**config.mk**
```make
export PLATFORM = sky130hd
export DESIGN_NAME = bcd_binary_flat
export DESIGN_NICKNAME = d
export VERILOG_FILES = /design/src/rtl/bcd_pkg.sv /design/src/rtl/bcd_binary_if.sv /design/src/rtl/bcd_digit_adjust.sv /design/src/rtl/bcd_binary.sv /design/src/flat_wrapper.sv
export SDC_FILE = /design/constraint.sdc
export NUM_CORES = 1
export LEC_CHECK = 0
export CAP_MARGIN = 20
export CORE_ASPECT_RATIO = 1.75
export CORE_MARGIN = 2
export CORE_UTILIZATION = 56
export CTS_BUF_LIST = sky130_fd_sc_hd__clkbuf_8
export CTS_CLUSTER_DIAMETER = 200
export DETAILED_ROUTE_END_ITERATION = 16
export GPL_ROUTABILITY_DRIVEN = 1
export PLACE_DENSITY = 0.83
export SKIP_LAST_GASP = 1
export SYNTH_ARGS = -nofsm -noshare
export SYNTH_HDL_FRONTEND = slang
export SYNTH_SLANG_ARGS = --single-unit
```
**constraint.sdc**
```tcl
create_clock -name clk -period 2.5 [get_ports clk]
set_input_delay 0.375 -clock clk [delete_from_list [all_inputs] [get_ports clk]]
set_output_delay 0.375 -clock clk [all_outputs]
set_load 0.02 [all_outputs]
```
**src/rtl/bcd_pkg.sv**
```systemverilog
// rtl/bcd_pkg.sv - shared BCD constants, defaults and state type for the BCD/binary converters
package bcd_pkg;

  localparam int DIGITS_DEF = 4;
  localparam int BIN_W_DEF  = 16;

  localparam logic [3:0] BCD_ADJ_THRESH = 4'd8;
  localparam logic [3:0] BCD_ADJ_VAL    = 4'd3;
  localparam logic [3:0] BCD_MAX_DIGIT  = 4'd9;

  typedef enum logic {
    IDLE,
    SHIFT
  } state_t;

endpackage

```
**src/rtl/bcd_binary_if.sv**
```systemverilog
// rtl/bcd_binary_if.sv - start/valid handshake bundle between a requester and the BCD-to-binary converter
interface bcd_binary_if
  import bcd_pkg::*;
#(
  parameter int DIGITS = DIGITS_DEF,
  parameter int BIN_W  = BIN_W_DEF
);

  logic                  start;
  logic [4*DIGITS-1:0]   BCD_code;
  logic                  busy;
  logic                  valid;
  logic                  error;
  logic [BIN_W-1:0]      bin_result;

  modport master (
    output start, BCD_code,
    input  busy, valid, error, bin_result
  );

  modport slave (
    input  start, BCD_code,
    output busy, valid, error, bin_result
  );

endinterface

```
**src/rtl/bcd_digit_adjust.sv**
```systemverilog
// rtl/bcd_digit_adjust.sv - one-nibble reverse double-dabble correction (>=8 subtract 3)
module bcd_digit_adjust
  import bcd_pkg::*;
(
  input  logic [3:0] din,
  output logic [3:0] dout
);

  assign dout = (din >= BCD_ADJ_THRESH) ? (din - BCD_ADJ_VAL) : din;

endmodule

```
**src/rtl/bcd_binary.sv**
```systemverilog
// rtl/bcd_binary.sv - iterative packed-BCD to unsigned binary converter, one shift per clock
module bcd_binary
  import bcd_pkg::*;
#(
  parameter int DIGITS = DIGITS_DEF,
  parameter int BIN_W  = BIN_W_DEF
)(
  input  logic         clk,
  input  logic         reset,
  bcd_binary_if.slave  bus
);

  localparam int SCR_W = 4 * DIGITS;
  localparam int CNT_W = $clog2(BIN_W + 1);
  localparam logic [CNT_W-1:0] LAST_ITER = CNT_W'(BIN_W - 1);

  state_t             state_q, state_d;
  logic [SCR_W-1:0]   scratch_q, scratch_d;
  logic [BIN_W-1:0]   binreg_q, binreg_d;
  logic [CNT_W-1:0]   cnt_q, cnt_d;
  logic               busy_q, busy_d;
  logic               valid_q, valid_d;
  logic               error_q, error_d;
  logic [BIN_W-1:0]   result_q, result_d;

  logic [SCR_W+BIN_W-1:0] shifted;
  logic [SCR_W-1:0]       shifted_scr;
  logic [SCR_W-1:0]       adjusted_scr;
  logic [BIN_W-1:0]       shifted_bin;
  logic                   bad_digit;

  assign shifted     = {scratch_q, binreg_q} >> 1;
  assign shifted_scr = shifted[SCR_W+BIN_W-1 -: SCR_W];
  assign shifted_bin = shifted[BIN_W-1:0];

  for (genvar g = 0; g < DIGITS; g++) begin : g_adj
    bcd_digit_adjust u_adj (
      .din  (shifted_scr[4*g +: 4]),
      .dout (adjusted_scr[4*g +: 4])
    );
  end

  // Operand is validated from the captured copy so BCD_code may change after the start edge.
  always_comb begin
    bad_digit = 1'b0;
    for (int i = 0; i < DIGITS; i++) begin
      if (scratch_q[4*i +: 4] > BCD_MAX_DIGIT) begin
        bad_digit = 1'b1;
      end
    end
  end

  always_comb begin
    state_d   = state_q;
    scratch_d = scratch_q;
    binreg_d  = binreg_q;
    cnt_d     = cnt_q;
    busy_d    = busy_q;
    valid_d   = 1'b0;
    error_d   = error_q;
    result_d  = result_q;

    unique case (state_q)
      IDLE: begin
        busy_d = 1'b0;
        if (bus.start) begin
          scratch_d = bus.BCD_code;
          binreg_d  = '0;
          cnt_d     = '0;
          error_d   = 1'b0;
          busy_d    = 1'b1;
          state_d   = SHIFT;
        end
      end

      SHIFT: begin
        if (cnt_q == '0 && bad_digit) begin
          valid_d  = 1'b1;
          error_d  = 1'b1;
          result_d = '0;
          busy_d   = 1'b0;
          state_d  = IDLE;
        end else begin
          scratch_d = adjusted_scr;
          binreg_d  = shifted_bin;
          cnt_d     = cnt_q + 1'b1;
          if (cnt_q == LAST_ITER) begin
            result_d = shifted_bin;
            valid_d  = 1'b1;
            error_d  = 1'b0;
            busy_d   = 1'b0;
            state_d  = IDLE;
          end
        end
      end

      default: state_d = IDLE;
    endcase
  end

  always_ff @(posedge clk) begin
    if (reset) begin
      state_q   <= IDLE;
      scratch_q <= '0;
      binreg_q  <= '0;
      cnt_q     <= '0;
      busy_q    <= 1'b0;
      valid_q   <= 1'b0;
      error_q   <= 1'b0;
      result_q  <= '0;
    end else begin
      state_q   <= state_d;
      scratch_q <= scratch_d;
      binreg_q  <= binreg_d;
      cnt_q     <= cnt_d;
      busy_q    <= busy_d;
      valid_q   <= valid_d;
      error_q   <= error_d;
      result_q  <= result_d;
    end
  end

  assign bus.busy       = busy_q;
  assign bus.valid      = valid_q;
  assign bus.error      = error_q;
  assign bus.bin_result = result_q;

endmodule

```
**src/flat_wrapper.sv**
```systemverilog
// flat-port wrapper written by rule: the top's interface ports become plain ports
module bcd_binary_flat import bcd_pkg::*;
#(
  parameter int DIGITS = DIGITS_DEF,
  parameter int BIN_W  = BIN_W_DEF
)
  (clk, reset, bus_start, bus_BCD_code, bus_busy, bus_valid, bus_error, bus_bin_result);
  bcd_binary_if #(.DIGITS(DIGITS), .BIN_W(BIN_W)) bus_i ();
  input  logic clk;
  input  logic reset;
  input wire logic [$bits(bus_i.start)-1:0] bus_start;
  input wire logic [$bits(bus_i.BCD_code)-1:0] bus_BCD_code;
  output wire logic [$bits(bus_i.busy)-1:0] bus_busy;
  output wire logic [$bits(bus_i.valid)-1:0] bus_valid;
  output wire logic [$bits(bus_i.error)-1:0] bus_error;
  output wire logic [$bits(bus_i.bin_result)-1:0] bus_bin_result;
  assign bus_i.start = bus_start;
  assign bus_i.BCD_code = bus_BCD_code;
  assign bus_busy = bus_i.busy;
  assign bus_valid = bus_i.valid;
  assign bus_error = bus_i.error;
  assign bus_bin_result = bus_i.bin_result;
  bcd_binary #(.DIGITS(DIGITS), .BIN_W(BIN_W)) u_core (.clk(clk), .reset(reset), .bus(bus_i));
endmodule
```
==> flow_metrics.tcl, run 1 <==
set metrics [dict create \
    hp-class "register to register" \
    path_buf_inv 1 \
    synth_edf_count 0 \
    syn_nets 316 \
    antenna_found_initial 0 \
    hpwl_mm 3.70 \
    fin_skew_ns 0.00711 \
    rsz0062_at_grt "no" \
    path_clk_slew_ns 0.10 \
    yosysUniqueCellTypes 42 \
    dp.cells 367 \
    drt_iter0_markers 26 \
    gp_congestion 0.817 \
    cp-start-kind "register" \
    fin_setup_tns_ns 0 \
    cts_setup_buffers 0 \
    die_h_um 93.3 \
    port_buffers 37 \
    start_util_pct 57.9 \
    ir_drop_uv 474 \
    period_needed_ns 2.18 \
    cpMaxStageDelayCell "a21o_1" \
    dr_total_vias 2097 \
    cts.sinks 56 \
    dr.pass1.iters 4 \
    cp_max_fo 9 \
    track_usage_pct 22.3 \
    htree_levels 2 \
    io_pins 38 \
    syn2layout_area_growth_pct 20.5 \
    fp.coreArea_um2 4400 \
    clock_latency_ns 0.32 \
    drt-total-wl_mm 5.06 \
    post-route-util_pct 69.8 \
    grt_pass1_wl_mm 8.55 \
    synth_cells 288 \
    status "complete, no violations" \
    grt_start_max_net_pins 22 \
    synth-seq-cells 56 \
    finalCritPeriodShare_pct 87.4 \
    synth-main-ff-cell "dfxtp_1" \
    fmax_ghz 0.458 \
    layout-drive-gt1-share_pct 6.79 \
    vias_per_cell 5.59 \
    crit_family "compound AO/OA/AOI/OAI gates" \
    first_global_vias 1993 \
    worst_ep_arrival_time_ns 2.42 \
    critPathMaxStageDelay_ns 0.47 \
    required_ns 2.74 \
    power_w 0.00186 \
    cts_made_buffers 5 \
    powerDensity_nw_per_um2 606 \
    dieWidth_um 55.0 \
    fin_cells 375 \
    drtAntennaViolNets 0 \
    route.detailed.drc 0 \
    avgSynthCellArea_um2 8.85 \
    root_buffer "clkbuf_8" \
    clk_path_buf_depth 2 \
    cts_hold_buf 0 \
    synth_warnings 0 \
    hold_viol_final 0 \
    worstMarginPinSlew_ns 0.723 \
    synthesis.area_um2 2550 \
    async_flop_share_pct 0 \
    maxSlewHeadroom_pct 51.8 \
    cap_violations 0 \
    ys_seq_area_share_pct 44.0 \
    overflow 0 \
    die-area_um2 5130 \
    fp-row-count 32 \
    regToRegSetupSlack_ns 0.32 \
    criticalPathCategory "register to register" \
    cts_tree "yes" \
    cp-end-kind "register" \
    avgRoutedWirePerCell_um 13.5 \
    path_cells "inv_1, ha_1, nor4b_1, o41a_1, a21o_1, mux2i_1" \
    cts_resized 0 \
    holdWs_ns 0.456 \
    setup-violations-final 0 \
    diodes 0 \
    p_leak_nw 1.14 \
    slew_violations 0 \
    nNetsFinal 351 \
]
## synthesized netlist by cell type, types with 2 or more instances
cell	number	area share, %
nand2b_1	4	0.98
buf_1	2	0.29
buf_2	5	0.98
o311a_1	3	1.2
nor2b_1	2	0.49
dfxtp_1	56	44
a21o_1	2	0.59
nor4b_1	2	0.69
clkbuf_1	11	1.6
o21ai_0	6	1.2
o211ai_1	12	3.5
nor3_1	4	0.79
a22o_1	17	5.8
a21oi_1	26	5.1
inv_1	11	1.6
a2bb2oi_1	3	1.0
a211oi_1	2	0.59
nand2_1	54	7.9
xnor2_1	7	2.4
ha_1	9	4.4
mux2i_1	13	5.1
o21a_1	4	1.2
mux2_2	2	0.88
nor2_1	13	1.9
## worst paths after layout
check	cells past startpoint	start	end
setup reg to reg	6	u_core.cnt_q[0]	u_core.scratch_q[0]
setup / recovery	6	u_core.cnt_q[0]	u_core.scratch_q[0]
hold reg to reg	2	u_core.bus.bin_result[11]	u_core.bus.bin_result[11]
hold / removal	2	u_core.bus.bin_result[11]	u_core.bus.bin_result[11]
## through the flow
step	worst slack, ns	cell area (um^2)
after floorplan	0.635	2550
after global placement	0.422	2980
after detailed placement	0.361	2980
after CTS	0.302	3070
after global routing	0.207	3070
final	0.316	3070
## kinds of logic after synthesis
| kind of cell | share of synthesized area, % |
|---|---|
| and+or+nand+nor | 14.9 |
| muxes | 5.99 |
| adders and majority gates | 4.42 |
| DFF | 44.0 |
| xor gates and xnor gates | 2.40 |
| buffers and inverters | 5.10 |
| AOI/OAI and AO/OA | 23.3 |
## registers in the layout, indices dropped and copies added (netlist names)
signal and count:
u_core.binreg_q 15, u_core.bus.bin_result 16, u_core.bus.busy 1, u_core.bus.error 1, u_core.bus.valid 1, u_core.cnt_q 5, u_core.scratch_q 16, u_core.state_q 1
## cell type report
class / instances / area (um^2)
fill: 368 / 1330
multi-input combinational: 201 / 1310
sequential: 56 / 1120
timing repair buffer: 47 / 445
clock buffer: 5 / 68.8
tap: 51 / 63.8
inverter: 12 / 45.0
clock inverter: 3 / 22.5
## worst register-to-register path, delay by kind of cell, from the launching register on
kind | cells | cell delay (ns)
compound gates | 2 | 0.87
fa+ha+maj | 1 | 0.16
buf+inv | 1 | 0.07
flops | 1 | 0.35
mux | 1 | 0.26
simple gates | 1 | 0.40
## report_power, final
group	leakage [nW]	internal, W	switching (W)
clock	0.0485	0.000202	0.000308
sequential	0.455	0.000936	0.0000608
combinational	0.636	0.000173	0.000183
## placed cells by master (no fill, tap or decap), drive strengths merged, types with 7 or more instances in the layout
cell,count
ha,9
mux2i,13
clkdlybuf4s50,37
dfxtp,56
o211ai,12
a21oi,26
o21ai,7
a22o,17
buf,10
nor2,14
nand2,54
xnor2,7
inv,12
## metal layers
| metal | GRT usage (%) | vias up | routed length, um |
|---|---|---|---|
| li1 | - | 1088 | - |
| met1 | 25.1 | 956 | 2120 |
| met2 | 39.1 | 41 | 2680 |
| met3 | 3.35 | 12 | 139 |
| met4 | 10.2 | 0 | 123 |
| met5 | 0 | - | 0 |
No activity file was read; power rests on OpenSTA's default activity.
==> inputs of run 2 (changes only) <==
--- a/config.mk
+++ b/config.mk
@@ -6,15 +6,18 @@
 export NUM_CORES = 1
 export LEC_CHECK = 0
 export CAP_MARGIN = 20
+export CELL_PAD_IN_SITES_DETAIL_PLACEMENT = 0
+export CELL_PAD_IN_SITES_GLOBAL_PLACEMENT = 2
 export CORE_ASPECT_RATIO = 1.75
 export CORE_MARGIN = 2
-export CORE_UTILIZATION = 56
+export CORE_UTILIZATION = 34
 export CTS_BUF_LIST = sky130_fd_sc_hd__clkbuf_8
 export CTS_CLUSTER_DIAMETER = 200
 export DETAILED_ROUTE_END_ITERATION = 16
 export GPL_ROUTABILITY_DRIVEN = 1
 export PLACE_DENSITY = 0.83
 export SKIP_LAST_GASP = 1
+export SLEW_MARGIN = 15
 export SYNTH_ARGS = -nofsm -noshare
 export SYNTH_HDL_FRONTEND = slang
 export SYNTH_SLANG_ARGS = --single-unit
==> run 2 against run 1 <==
Utilization shrank 26 points. Clock-buffer cell count grew 1. Critical path depth shrank 2. Setup slack gained 0.046 ns. Global-route usage shrank 8.0 points. Register-to-register slack gained 0.05 ns. Sequential cell count is the same. Hold slack gained 0.0019 ns. Cell area grew 2.3%. First-iteration DRC count grew to 3.1 times the previous value. Combinational power is essentially flat.
==> flow_metrics.tcl, run 2 (same netlist as run 1, synthesis figures left out) <==
set metrics [dict create \
    fp.coreArea_um2 7230 \
    clk_path_buf_depth 2 \
    r2r_end "u_core.cnt_q[2]" \
    regToRegSetupSlack_ns 0.36 \
    hold_end "u_core.bus.bin_result[15]" \
    dr_total_vias 2138 \
    path_buf_inv 0 \
    fin_skew_ns 0.00264 \
    startpoint "u_core.scratch_q[1]" \
    first_global_vias 2116 \
    cp_num_cells 4 \
    criticalPathCategory "register to register" \
    hpwl_mm 4.12 \
    cap_violations 0 \
    dieWidth_um 69.5 \
    status "complete, no violations" \
    port_buffers 37 \
    ir_drop_uv 297 \
    avgRoutedWirePerCell_um 13.8 \
    worst_ep_arrival_time_ns 2.34 \
    gp_congestion 0.705 \
    cp_max_fo 20 \
    nNetsFinal 351 \
    cts.sinks 56 \
    fmax_ghz 0.468 \
    path_cells "o21a_1, or4_1, a32o_1, a221o_1" \
    cts_made_buffers 5 \
    grt_pass1_wl_mm 9.78 \
    required_ns 2.70 \
    vias_per_cell 5.21 \
    grt_start_max_net_pins 21 \
    multiInputGateArea_um2 1310 \
    layout-drive-gt1-share_pct 6.79 \
    p_leak_nw 1.15 \
    slew_violations 0 \
    cts_setup_buffers 0 \
    crit_family "compound AO/OA/AOI/OAI gates" \
    dr.pass1.iters 4 \
    cpMaxStageDelayCell "or4_1" \
    track_usage_pct 14.4 \
    cts_hold_buf 0 \
    root_buffer "clkbuf_8" \
    layout.area.seq_um2 1120 \
    start_util_pct 35.3 \
    path_clk_slew_ns 0.10 \
    ff2ff_path_depth 4 \
    worstMarginPinSlew_ns 0.724 \
    cp-start-kind "register" \
    rsz0062_at_grt "no" \
    powerDensity_nw_per_um2 627 \
    maxSlewHeadroom_pct 51.8 \
    whs_path_depth 2 \
    route.detailed.drc 0 \
    die-area_um2 8240 \
    cts_resized 0 \
    syn2layout_area_growth_pct 23.3 \
    critPathMaxStageDelay_ns 0.52 \
    setup-violations-final 0 \
    clock_latency_ns 0.30 \
    fin_setup_tns_ns 0 \
    fp-row-count 41 \
    drtAntennaViolNets 0 \
    antenna_found_initial 0 \
    hold_start "u_core.bus.bin_result[15]" \
    layout_commonest_cell "dfxtp_1" \
    drt_iter0_markers 81 \
    die_h_um 119 \
    overflow 0 \
    cp-end-kind "register" \
    power_w 0.00197 \
    drt-total-wl_mm 5.67 \
    layout_common_cells "56 x dfxtp_1, 54 x nand2_1, 37 x clkdlybuf4s50_1" \
    diodes 0 \
    fill_cells 747 \
    period_needed_ns 2.14 \
    hp-class "register to register" \
    r2r-start "u_core.scratch_q[1]" \
    hold_viol_final 0 \
    cts_tree "yes" \
    io_pins 38 \
    finalCritPeriodShare_pct 85.5 \
    htree_levels 2 \
]
[run 2: changes by cell type in the layout (fill, tap and decap cells not counted), sizes merged]
| cell | change |
|---|---|
| inv | -1 |
| clkbuf | +1 |
| bufinv | +1 |
| clkinv | -1 |
[run 2: per-stage QoR]
step	setup slack [ns]	std cells	area [um^2]	utilization, %	hold WS [ns]
3_3_place_gp	0.374	401	3020	41.7	0.445
3_5_place_dp	0.281	401	3020	41.7	0.449
4_1_cts	0.286	409	3140	43.4	0.464
2_1_floorplan	0.635	288	2550	-	0.432
5_1_grt	0.233	410	3140	43.5	0.482
6_report	0.361	410	3140	43.5	0.458
[run 2: layout make-up]
cell class | instances | share of cell area [%]
clock inverter | 2 | 1.23
timing repair buffer | 47 | 14.1
multi-input combinational | 201 | 41.5
sequential | 56 | 35.7
clock buffer | 6 | 2.63
tap | 86 | 3.42
inverter | 12 | 1.43
[run 2: worst register-to-register path, cell delays in order (launching register included)]
cell and delay, ns:
dfxtp_1 0.37, o21a_1 0.25, or4_1 0.52, a32o_1 0.46
a221o_1 0.43
[run 2: worst max-delay path by stage]
stage,endpoint,slack (ns)
floorplan,u_core.cnt_q[2],0.64
CTS,u_core.bus.bin_result[14],0.29
global route,u_core.scratch_q[12],0.23
finish,u_core.cnt_q[2],0.36
detailed placement,u_core.scratch_q[12],0.28
global placement,u_core.cnt_q[2],0.37
[run 2: per-layer routing]
layer | part of all wire, % | routed length (um) | vias to the layer above | global-route usage (%)
met5 | 0 | 0 | - | 0
met4 | 1.1 | 63 | 0 | 4.66
met3 | 2.9 | 165 | 4 | 2.22
met2 | 54 | 3080 | 41 | 28.1
met1 | 42 | 2370 | 1002 | 15.3
li1 | - | - | 1091 | -
[run 2: power by group]
group	total, W	internal (W)	switching, W
clock network	0.000621	0.000328	0.000293
registers	0.000992	0.000936	0.0000559
logic	0.000358	0.000168	0.000190
total	0.00197	0.00143	0.000539
